`config.mk`:
```
export PLATFORM = sky130hd
export DESIGN_NAME = pipelined_adder
export DESIGN_NICKNAME = d
export VERILOG_FILES = /design/src/rtl/pipelined_adder.sv
export SDC_FILE = /design/constraint.sdc
export NUM_CORES = 1
export LEC_CHECK = 0
export CORE_ASPECT_RATIO = 0.8
export CORE_MARGIN = 2
export CORE_UTILIZATION = 49
export CTS_CLUSTER_DIAMETER = 120
export CTS_CLUSTER_SIZE = 20
export DETAILED_ROUTE_END_ITERATION = 16
export PLACE_DENSITY = 0.76
export SKIP_LAST_GASP = 1
export SYNTH_ARGS = -nofsm -noshare
export SYNTH_HDL_FRONTEND = slang
export SYNTH_SLANG_ARGS = --single-unit
```
`constraint.sdc`:
```
create_clock -name clk -period 2.3 [get_ports clk]
set_input_delay 0.46 -clock clk [delete_from_list [all_inputs] [get_ports clk]]
set_output_delay 0.46 -clock clk [all_outputs]
set_load 0.05 [all_outputs]
```
`src/rtl/pipelined_adder.sv`:
```
// pipelined_adder: WIDTH-bit a+b+cin split into STAGES carry chunks, one
// chunk resolved per register stage, valid/ready on both sides with
// collapsing bubbles. Stage k registers the sum of chunks 0..k, the
// still-unprocessed operand bits and the carry out of chunk k.
module pipelined_adder #(
    parameter int WIDTH  = 32,
    parameter int STAGES = 4
) (
    input  logic             clk,
    input  logic             rst_n,
    input  logic             in_valid,
    output logic             in_ready,
    input  logic [WIDTH-1:0] a,
    input  logic [WIDTH-1:0] b,
    input  logic             cin,
    output logic             out_valid,
    input  logic             out_ready,
    output logic [WIDTH-1:0] sum,
    output logic             cout,
    output logic             overflow
);
    localparam int CHUNK = WIDTH / STAGES;

    if (WIDTH < 1 || STAGES < 1 || STAGES > WIDTH || (WIDTH % STAGES) != 0) begin : g_bad_param
        $error("pipelined_adder: need 1 <= STAGES <= WIDTH and WIDTH %% STAGES == 0");
    end

    // Index k is the input of stage k; index STAGES is the output side.
    logic [STAGES:0]            vld_pipe;
    logic [STAGES:0][WIDTH-1:0] a_pipe;
    logic [STAGES:0][WIDTH-1:0] b_pipe;
    logic [STAGES:0][WIDTH-1:0] sum_pipe;
    logic [STAGES:0]            c_pipe;
    logic [STAGES:0]            adv;
    logic                       msbc_q;

    assign vld_pipe[0] = in_valid;
    assign a_pipe[0]   = a;
    assign b_pipe[0]   = b;
    assign sum_pipe[0] = '0;
    assign c_pipe[0]   = cin;

    // Advance chain from the consumer back to the producer: an empty stage
    // always advances, so bubbles collapse even while the output stalls.
    always_comb begin
        adv         = '0;
        adv[STAGES] = out_ready;
        for (int k = STAGES - 1; k >= 0; k--) begin
            adv[k] = !vld_pipe[k+1] || adv[k+1];
        end
    end

    for (genvar k = 0; k < STAGES; k++) begin : g_stage
        logic             vld_q;
        logic [WIDTH-1:0] a_q, b_q, sum_q, sum_d;
        logic             c_q, c_d;
        logic [CHUNK:0]   add;

        // Resolve chunk k using the carry handed over from the previous stage.
        always_comb begin
            add   = {1'b0, a_pipe[k][k*CHUNK +: CHUNK]}
                  + {1'b0, b_pipe[k][k*CHUNK +: CHUNK]}
                  + {{CHUNK{1'b0}}, c_pipe[k]};
            sum_d = sum_pipe[k];
            sum_d[k*CHUNK +: CHUNK] = add[CHUNK-1:0];
            c_d   = add[CHUNK];
        end

        // Stage register: load from upstream when advancing, else hold.
        always_ff @(posedge clk) begin
            if (!rst_n) begin
                vld_q <= 1'b0;
                a_q   <= '0;
                b_q   <= '0;
                sum_q <= '0;
                c_q   <= 1'b0;
            end else if (adv[k]) begin
                vld_q <= vld_pipe[k];
                a_q   <= a_pipe[k];
                b_q   <= b_pipe[k];
                sum_q <= sum_d;
                c_q   <= c_d;
            end
        end

        assign vld_pipe[k+1] = vld_q;
        assign a_pipe[k+1]   = a_q;
        assign b_pipe[k+1]   = b_q;
        assign sum_pipe[k+1] = sum_q;
        assign c_pipe[k+1]   = c_q;

        if (k == STAGES - 1) begin : g_msb
            // Carry into the MSB, recovered as a ^ b ^ sum at bit WIDTH-1.
            always_ff @(posedge clk) begin
                if (!rst_n) begin
                    msbc_q <= 1'b0;
                end else if (adv[k]) begin
                    msbc_q <= a_pipe[k][WIDTH-1] ^ b_pipe[k][WIDTH-1] ^ add[CHUNK-1];
                end
            end
        end
    end

    // Consumed operand bits and overwritten sum chunks are dead by design.
    logic unused_bits;
    assign unused_bits = ^{a_pipe, b_pipe, sum_pipe};

    assign in_ready  = adv[0];
    assign out_valid = vld_pipe[STAGES];
    assign sum       = sum_pipe[STAGES];
    assign cout      = c_pipe[STAGES];
    assign overflow  = c_pipe[STAGES] ^ msbc_q;
endmodule
```
==> flow_summary_export.csv, run 1 <==
group,metric,value,unit
placement,place_ws,-0.431,ns
grt,grt_use_total,22.3,%
die,core,15000,µm²
timing,tightest_slew,0.501,ns
die,die_width,143,µm
die,dieArea,16400,µm²
yosys,ys.flop_type,"dfxtp_1",
setup_path,end_kind,"flop",
final_layout,layout.nets,1124,
yosys,synthDistinctLibCells,44,
yosys,async_reset_ff_share,0,%
clock_network,root_buffer,"clkbuf_16",
setup_path,crit_fanout,2,
grt,grt_max_degree,55,
placement,dp_hpwl,12.1,mm
yosys,synthTopCellsByCount,"322 x nand2_1, 185 x dfxtp_1, 175 x a21oi_1",
pwr,pwr_density_cell,776,nW/µm²
route,firstDrtPassIters,5,
yosys,synth_edf_count,0,
die,start_util,50.2,%
run_status,status,"completed",
timing,finalHoldViolations,0,
final_layout,fill_cells,1295,
timing,finClkSkew,0.00966,ns
clock_network,clk_pin_slew,0.06,ns
yosys,synth.top_cell.area_share,49.2,%
yosys,ys_ff_latch,185,
timing,max_freq,458,MHz
setup_path,path_class,"flop to flop",
final_layout,num_antenna_cells,0,
clock_network,cts_tree,"done",
yosys,synth_most_common_cell,"nand2_1",
grt,grt-ovfl-total,0,
timing,slew_headroom,66.5,%
route,remaining_drc_errors,0,
placement,dpl_cell_area,8810,µm²
clock_network,clk_latency,0.43,ns
route,routed_via_density,5.26,
grt,grt_pass1_vias,5865,
route,drt_wl_total,17.4,mm
yosys,synth_area_leaders,"dfxtp_1 49%, nand2_1 16%, a21oi_1 12%, ha_1 4.7%, fa_1 2.1%",
clock_network,htree_levels,4,
yosys,syn-num-nets,1036,
grt,grt_antenna_before_repair,0,
pwr,total_leakage_power,3.84,nW
timing,fin_crit_sh,94.9,%
clock_network,clock_sinks,185,
route,drt-initial-drc-count,425,
die,dieHeight,115,µm
yosys,netlist_area,7530,µm²
final_layout,drive_above_1_share,7.27,%
final_layout,fin_area,9510,µm²
placement,dp.cells,1188,
flow_run,cap_violations,0,
timing,setup_viol,0,
setup_path,worstPathRequired,2.61,ns
worst_hold_path,hold_class,"flop to flop",
yosys,ys_warn_count,0,
clock_network,holdBufCountCts,0,
route,via_count,6423,
setup_path,cp-start-kind,"flop",
yosys,avgSynthCellArea,8.09,µm²
route,post_drt_wl_per_cell,14.2,µm
timing,fin_crit,2.18,ns
route,final_antenna_net_count,0,
die,io_pins,105,
die,num_rows,40,
clock_network,max-clock-path-buffers,2,
final_layout,area_growth,26.3,%
timing,drv_slew,0,
grt,grt_pass1_wl,28.9,mm
yosys,yosys.area.top_type,"dfxtp_1",
clock_network,cts_buffers,17,
yosys,ys_seq_area_share,49.2,%
yosys,synthCells,931,
placement,port_buffers,104,
timing,setup_ws,0.118,ns
placement,globalplace.congestion,0.834,
final_layout,final_util,63.3,%
setup_path,critical_path_arrival,2.49,ns
final_layout,fin_cells,1220,
pwr,irDropWorstVdd,0.581,mV
==> layout by cell type (no fill, tap or decap), drive strengths merged, types with 3 or more instances in the layout <==
| cell type | count |
|---|---|
| a211oi | 11 |
| nor3 | 6 |
| nand2 | 322 |
| or3 | 5 |
| a211o | 3 |
| nand2b | 3 |
| o21ai | 15 |
| ha | 28 |
| xor2 | 6 |
| o21a | 3 |
| nand3 | 17 |
| inv | 9 |
| o211ai | 6 |
| nor2 | 20 |
| a21oi | 175 |
| nor2b | 3 |
| a21o | 8 |
| nand4 | 4 |
| clkdlybuf4s50 | 101 |
| clkbuf | 21 |
| fa | 8 |
| xnor2 | 6 |
| a31o | 3 |
| buf | 28 |
| nand4b | 3 |
| bufinv | 5 |
| dfxtp | 185 |
| mux2i | 3 |
==> power by group <==
part           switching (W)  internal (W)
Sequential          0.000101       0.00337
Clock                0.00120       0.00202
Combinational       0.000362      0.000327
Total                0.00166       0.00572
==> kinds of logic after synthesis <==
group / after synthesis / share of synthesized area [%]
simple gates: 392 / 21.2
compound gates: 234 / 17.1
flops: 185 / 49.2
buf+inv: 69 / 3.94
fa+ha+maj: 36 / 6.78
xor+xnor: 12 / 1.40
mux: 3 / 0.399
==> worst max-delay path, stage by stage, from the launching register on <==
cell and delay, ns:
dfxtp_1 0.33, fa_2 0.41, fa_2 0.35, a211o_1 0.30
o211ai_1 0.13, a21oi_2 0.11, a2111oi_2 0.36, nor3_1 0.08
==> layout make-up <==
class	instances	area, µm²	area share, %
inverters	7	28.8	0.303
multi-input cells	677	3560	37.4
clock buffers	21	470	4.95
clock inverters	10	189	1.99
well taps	189	236	2.49
flip-flops and latches	185	3700	38.9
repair buffers	131	1320	13.9
==> per-stage QoR <==
stage / power [W] / TNS [ns] / hold slack [ns]
6_report: 0.00738 / 0 / 0.447
5_1_grt: 0.00766 / -0.000425 / 0.465
4_1_cts: 0.00742 / 0 / 0.451
3_5_place_dp: 0.00422 / -0.982 / 0.443
3_3_place_gp: 0.00421 / -0.867 / 0.438
2_1_floorplan: 0.00393 / 0 / 0.432
==> flip-flops by register name (all words and copies together) (netlist names) <==
register / flops
g_stage.b_q: 48
g_stage.vld_q: 3
g_stage.c_q: 3
sum: 32
g_stage.sum_q: 48
out_valid: 1
msbc_q: 1
cout: 1
g_stage.a_q: 48
==> routing by layer <==
layer | vias to the layer above | track usage, % | part of all wire, %
met5 | - | 0 | 0
met2 | 161 | 32.9 | 43
met3 | 12 | 5.37 | 5.8
li1 | 3298 | - | -
met4 | 0 | 5.87 | 0.77
met1 | 2952 | 32.8 | 51
==> final timing paths <==
path / slack (ns) / start / end / depth (start not counted)
worst max-delay path: 0.12 / g_stage[0].a_q[8] / g_stage[1].c_q / 7
worst min-delay path: 0.45 / sum[7] / sum[7] / 2
worst max register to register: 0.12 / g_stage[0].a_q[8] / g_stage[1].c_q / 7
worst min register to register: 0.45 / sum[7] / sum[7] / 2
==> repair_timing <==
action,CTS,global route
pin swaps,0,0
resized for setup,4,7
setup buffers,0,1
setup endpoints to repair,1,5
No activity file was read; power rests on OpenSTA's default activity.
==> run 2: changes to the inputs <==
- CORE_MARGIN: 2 -> unset
==> run 2 against run 1 <==
  * Combinational power about the same
  * Hold slack improved by 0.0023 ns
  * Final cell count about the same
  * Sequential share of layout area increased by 0.28 points
  * Non-clock buffer count unchanged
  * Global-route usage increased by 1.0 points
  * First-iteration DRC count increased by 12%
  * Register-to-register slack got worse by 0.05 ns
  * Setup slack got worse by 0.049 ns
  * Die area decreased by 3.1%
  * Utilization decreased by 0.45 points
  * Critical endpoint is now overflow
==> flow_summary_export.csv, run 2 (synthesis gave the netlist of run 1 again) <==
group,metric,value,unit
route,post_drt_wl_per_cell,14.3,µm
timing,whs,0.449,ns
grt,grt_antenna_before_repair,0,
setup_path,path_class,"flop to output port",
placement,globalplace.congestion,0.853,
timing,max_freq,448,MHz
setup_path,rr_startpoint,"g_stage[0].a_q[8]",
die,core,15000,µm²
setup_path,cpPeakStageDelay,0.81,ns
route,routed_via_density,5.27,
flow_run,cap_violations,0,
pwr,irDropWorstVdd,0.489,mV
setup_path,worst-r2r-cell-count,7,
worst_hold_path,hold_class,"flop to flop",
final_layout,layout_commonest_cell,"nand2_1",
route,firstDrtPassIters,4,
setup_path,end_kind,"output port",
timing,slew_headroom,66.9,%
setup_path,regToRegSetupSlack,0.07,ns
grt,grt_pass1_vias,6097,
placement,dp_hpwl,11.9,mm
timing,tns,0,ns
clock_network,cts_setup_buffers,0,
pwr,total_leakage_power,3.80,nW
setup_path,cp_slowest_cell,"clkdlybuf4s50_1",
clock_network,cts_tree,"done",
final_layout,layout_common_cells,"322 x nand2_1, 185 x dfxtp_1, 174 x a21oi_1",
clock_network,clk_pin_slew,0.07,ns
clock_network,htree_levels,4,
final_layout,num_antenna_cells,0,
worst_hold_path,whs_endpoint,"sum[24]",
grt,grt-ovfl-total,0,
final_layout,final_util,62.9,%
final_layout,multiInputGateArea,3550,µm²
clock_network,cts_buffers,17,
setup_path,crit_fanout,3,
grt,grt_use_total,23.3,%
grt,grt_pass1_wl,29.4,mm
route,remaining_drc_errors,0,
clock_network,clk_latency,0.43,ns
final_layout,top_regs,"g_stage.a_q x48, g_stage.b_q x48, g_stage.sum_q x48",
final_layout,fin_cells,1221,
worst_hold_path,whs_path_depth,2,
final_layout,fill_cells,1342,
timing,setup_viol,0,
grt,grt_max_degree,101,
route,final_antenna_net_count,0,
timing,rsz0062_at_grt,"true",
timing,drv_slew,0,
timing,tightest_slew,0.495,ns
final_layout,fin_area,9440,µm²
final_layout,drive_above_1_share,7.17,%
die,dieArea,15900,µm²
final_layout,area_growth,25.4,%
die,die_width,141,µm
route,via_count,6431,
route,drt-initial-drc-count,475,
die,io_pins,105,
die,dieHeight,113,µm
die,start_util,50.2,%
run_status,status,"completed",
timing,finalHoldViolations,0,
final_layout,layout.nets,1124,
setup_path,cp-start-kind,"flop",
placement,dpl_cell_area,8800,µm²
timing,fin_crit_sh,97.0,%
clock_network,holdBufCountCts,0,
clock_network,max-clock-path-buffers,2,
route,drt_wl_total,17.5,mm
setup_path,worstPathRequired,1.84,ns
placement,dp.cells,1189,
pwr,pwr_density_cell,758,nW/µm²
die,num_rows,40,
setup_path,crit_chain,"xor2_1, clkdlybuf4s50_1",
final_layout,regArea,3700,µm²
setup_path,critical_path_arrival,1.77,ns
timing,fin_crit,2.23,ns
worst_hold_path,hold_start,"sum[24]",
clock_network,clock_sinks,185,
placement,port_buffers,104,
timing,finClkSkew,0.00706,ns
setup_path,r2r_end,"g_stage[1].c_q",
clock_network,root_buffer,"clkbuf_16",
==> run 2: cell types whose count changed in the layout (fill, tap and decap cells not counted), sizes merged <==
cell           previous run  this run
bufinv                    5         3
dlymetal6s2s              2         1
clkinv                    2         4
clkinvlp                  1         3
clkdlybuf4s50           101       102
inv                       9        10
clkbuf                   21        19
==> run 2: per-stage QoR <==
step / total power [W] / setup slack (ns)
after floorplan: 0.00393 / 0.0308
after global routing: 0.00743 / -0.0327
after detailed placement: 0.00422 / -0.419
final: 0.00716 / 0.0691
after CTS: 0.00719 / 0.0266
after global placement: 0.00421 / -0.396
==> run 2: cell type report <==
type	instances	share of cell area, %
timing repair buffer	131	13.9
tap	189	2.50
clock inverter	13	1.76
sequential	185	39.2
clock buffer	19	4.69
multi-input combinational	677	37.6
inverter	7	0.305
==> run 2: routing by layer <==
| metal | share of wire, % | track usage (%) |
|---|---|---|
| met5 | 0 | 0 |
| met4 | 0.87 | 5.51 |
| met3 | 4.5 | 5.12 |
| met2 | 45 | 36.6 |
| met1 | 49 | 32.8 |
==> run 2: worst max-delay path by stage <==
stage,startpoint,endpoint,cells past startpoint
6_report,cout,overflow,2
5_1_grt,g_stage[0].a_q[8],g_stage[1].c_q,7
4_1_cts,out_ready,in_ready,5
3_5_place_dp,a[0],g_stage[0].sum_q[6],8
3_3_place_gp,a[0],g_stage[0].sum_q[6],8
2_1_floorplan,g_stage[0].a_q[8],g_stage[1].c_q,7
==> run 2: what timing repair did <==
action | in CTS | in global routing
endpoints found under the setup margin | 1 | 4
endpoints found under the hold margin | 0 | 0
gates resized for setup | 2 | 7
pin swaps | 1 | 0
==> run 2: where the power goes <==
part           total (W)  internal, W  switching, W
registers        0.00348      0.00337      0.000104
clock network    0.00299      0.00175       0.00125
logic           0.000691     0.000328      0.000363
==> run 2: critical path: cells and delay by family (launching register included) <==
| family | cells | cell delay (ns) |
|---|---|---|
| flip-flops | 1 | 0.38 |
| XOR/XNOR | 1 | 0.15 |
| buffers and inverters | 1 | 0.81 |
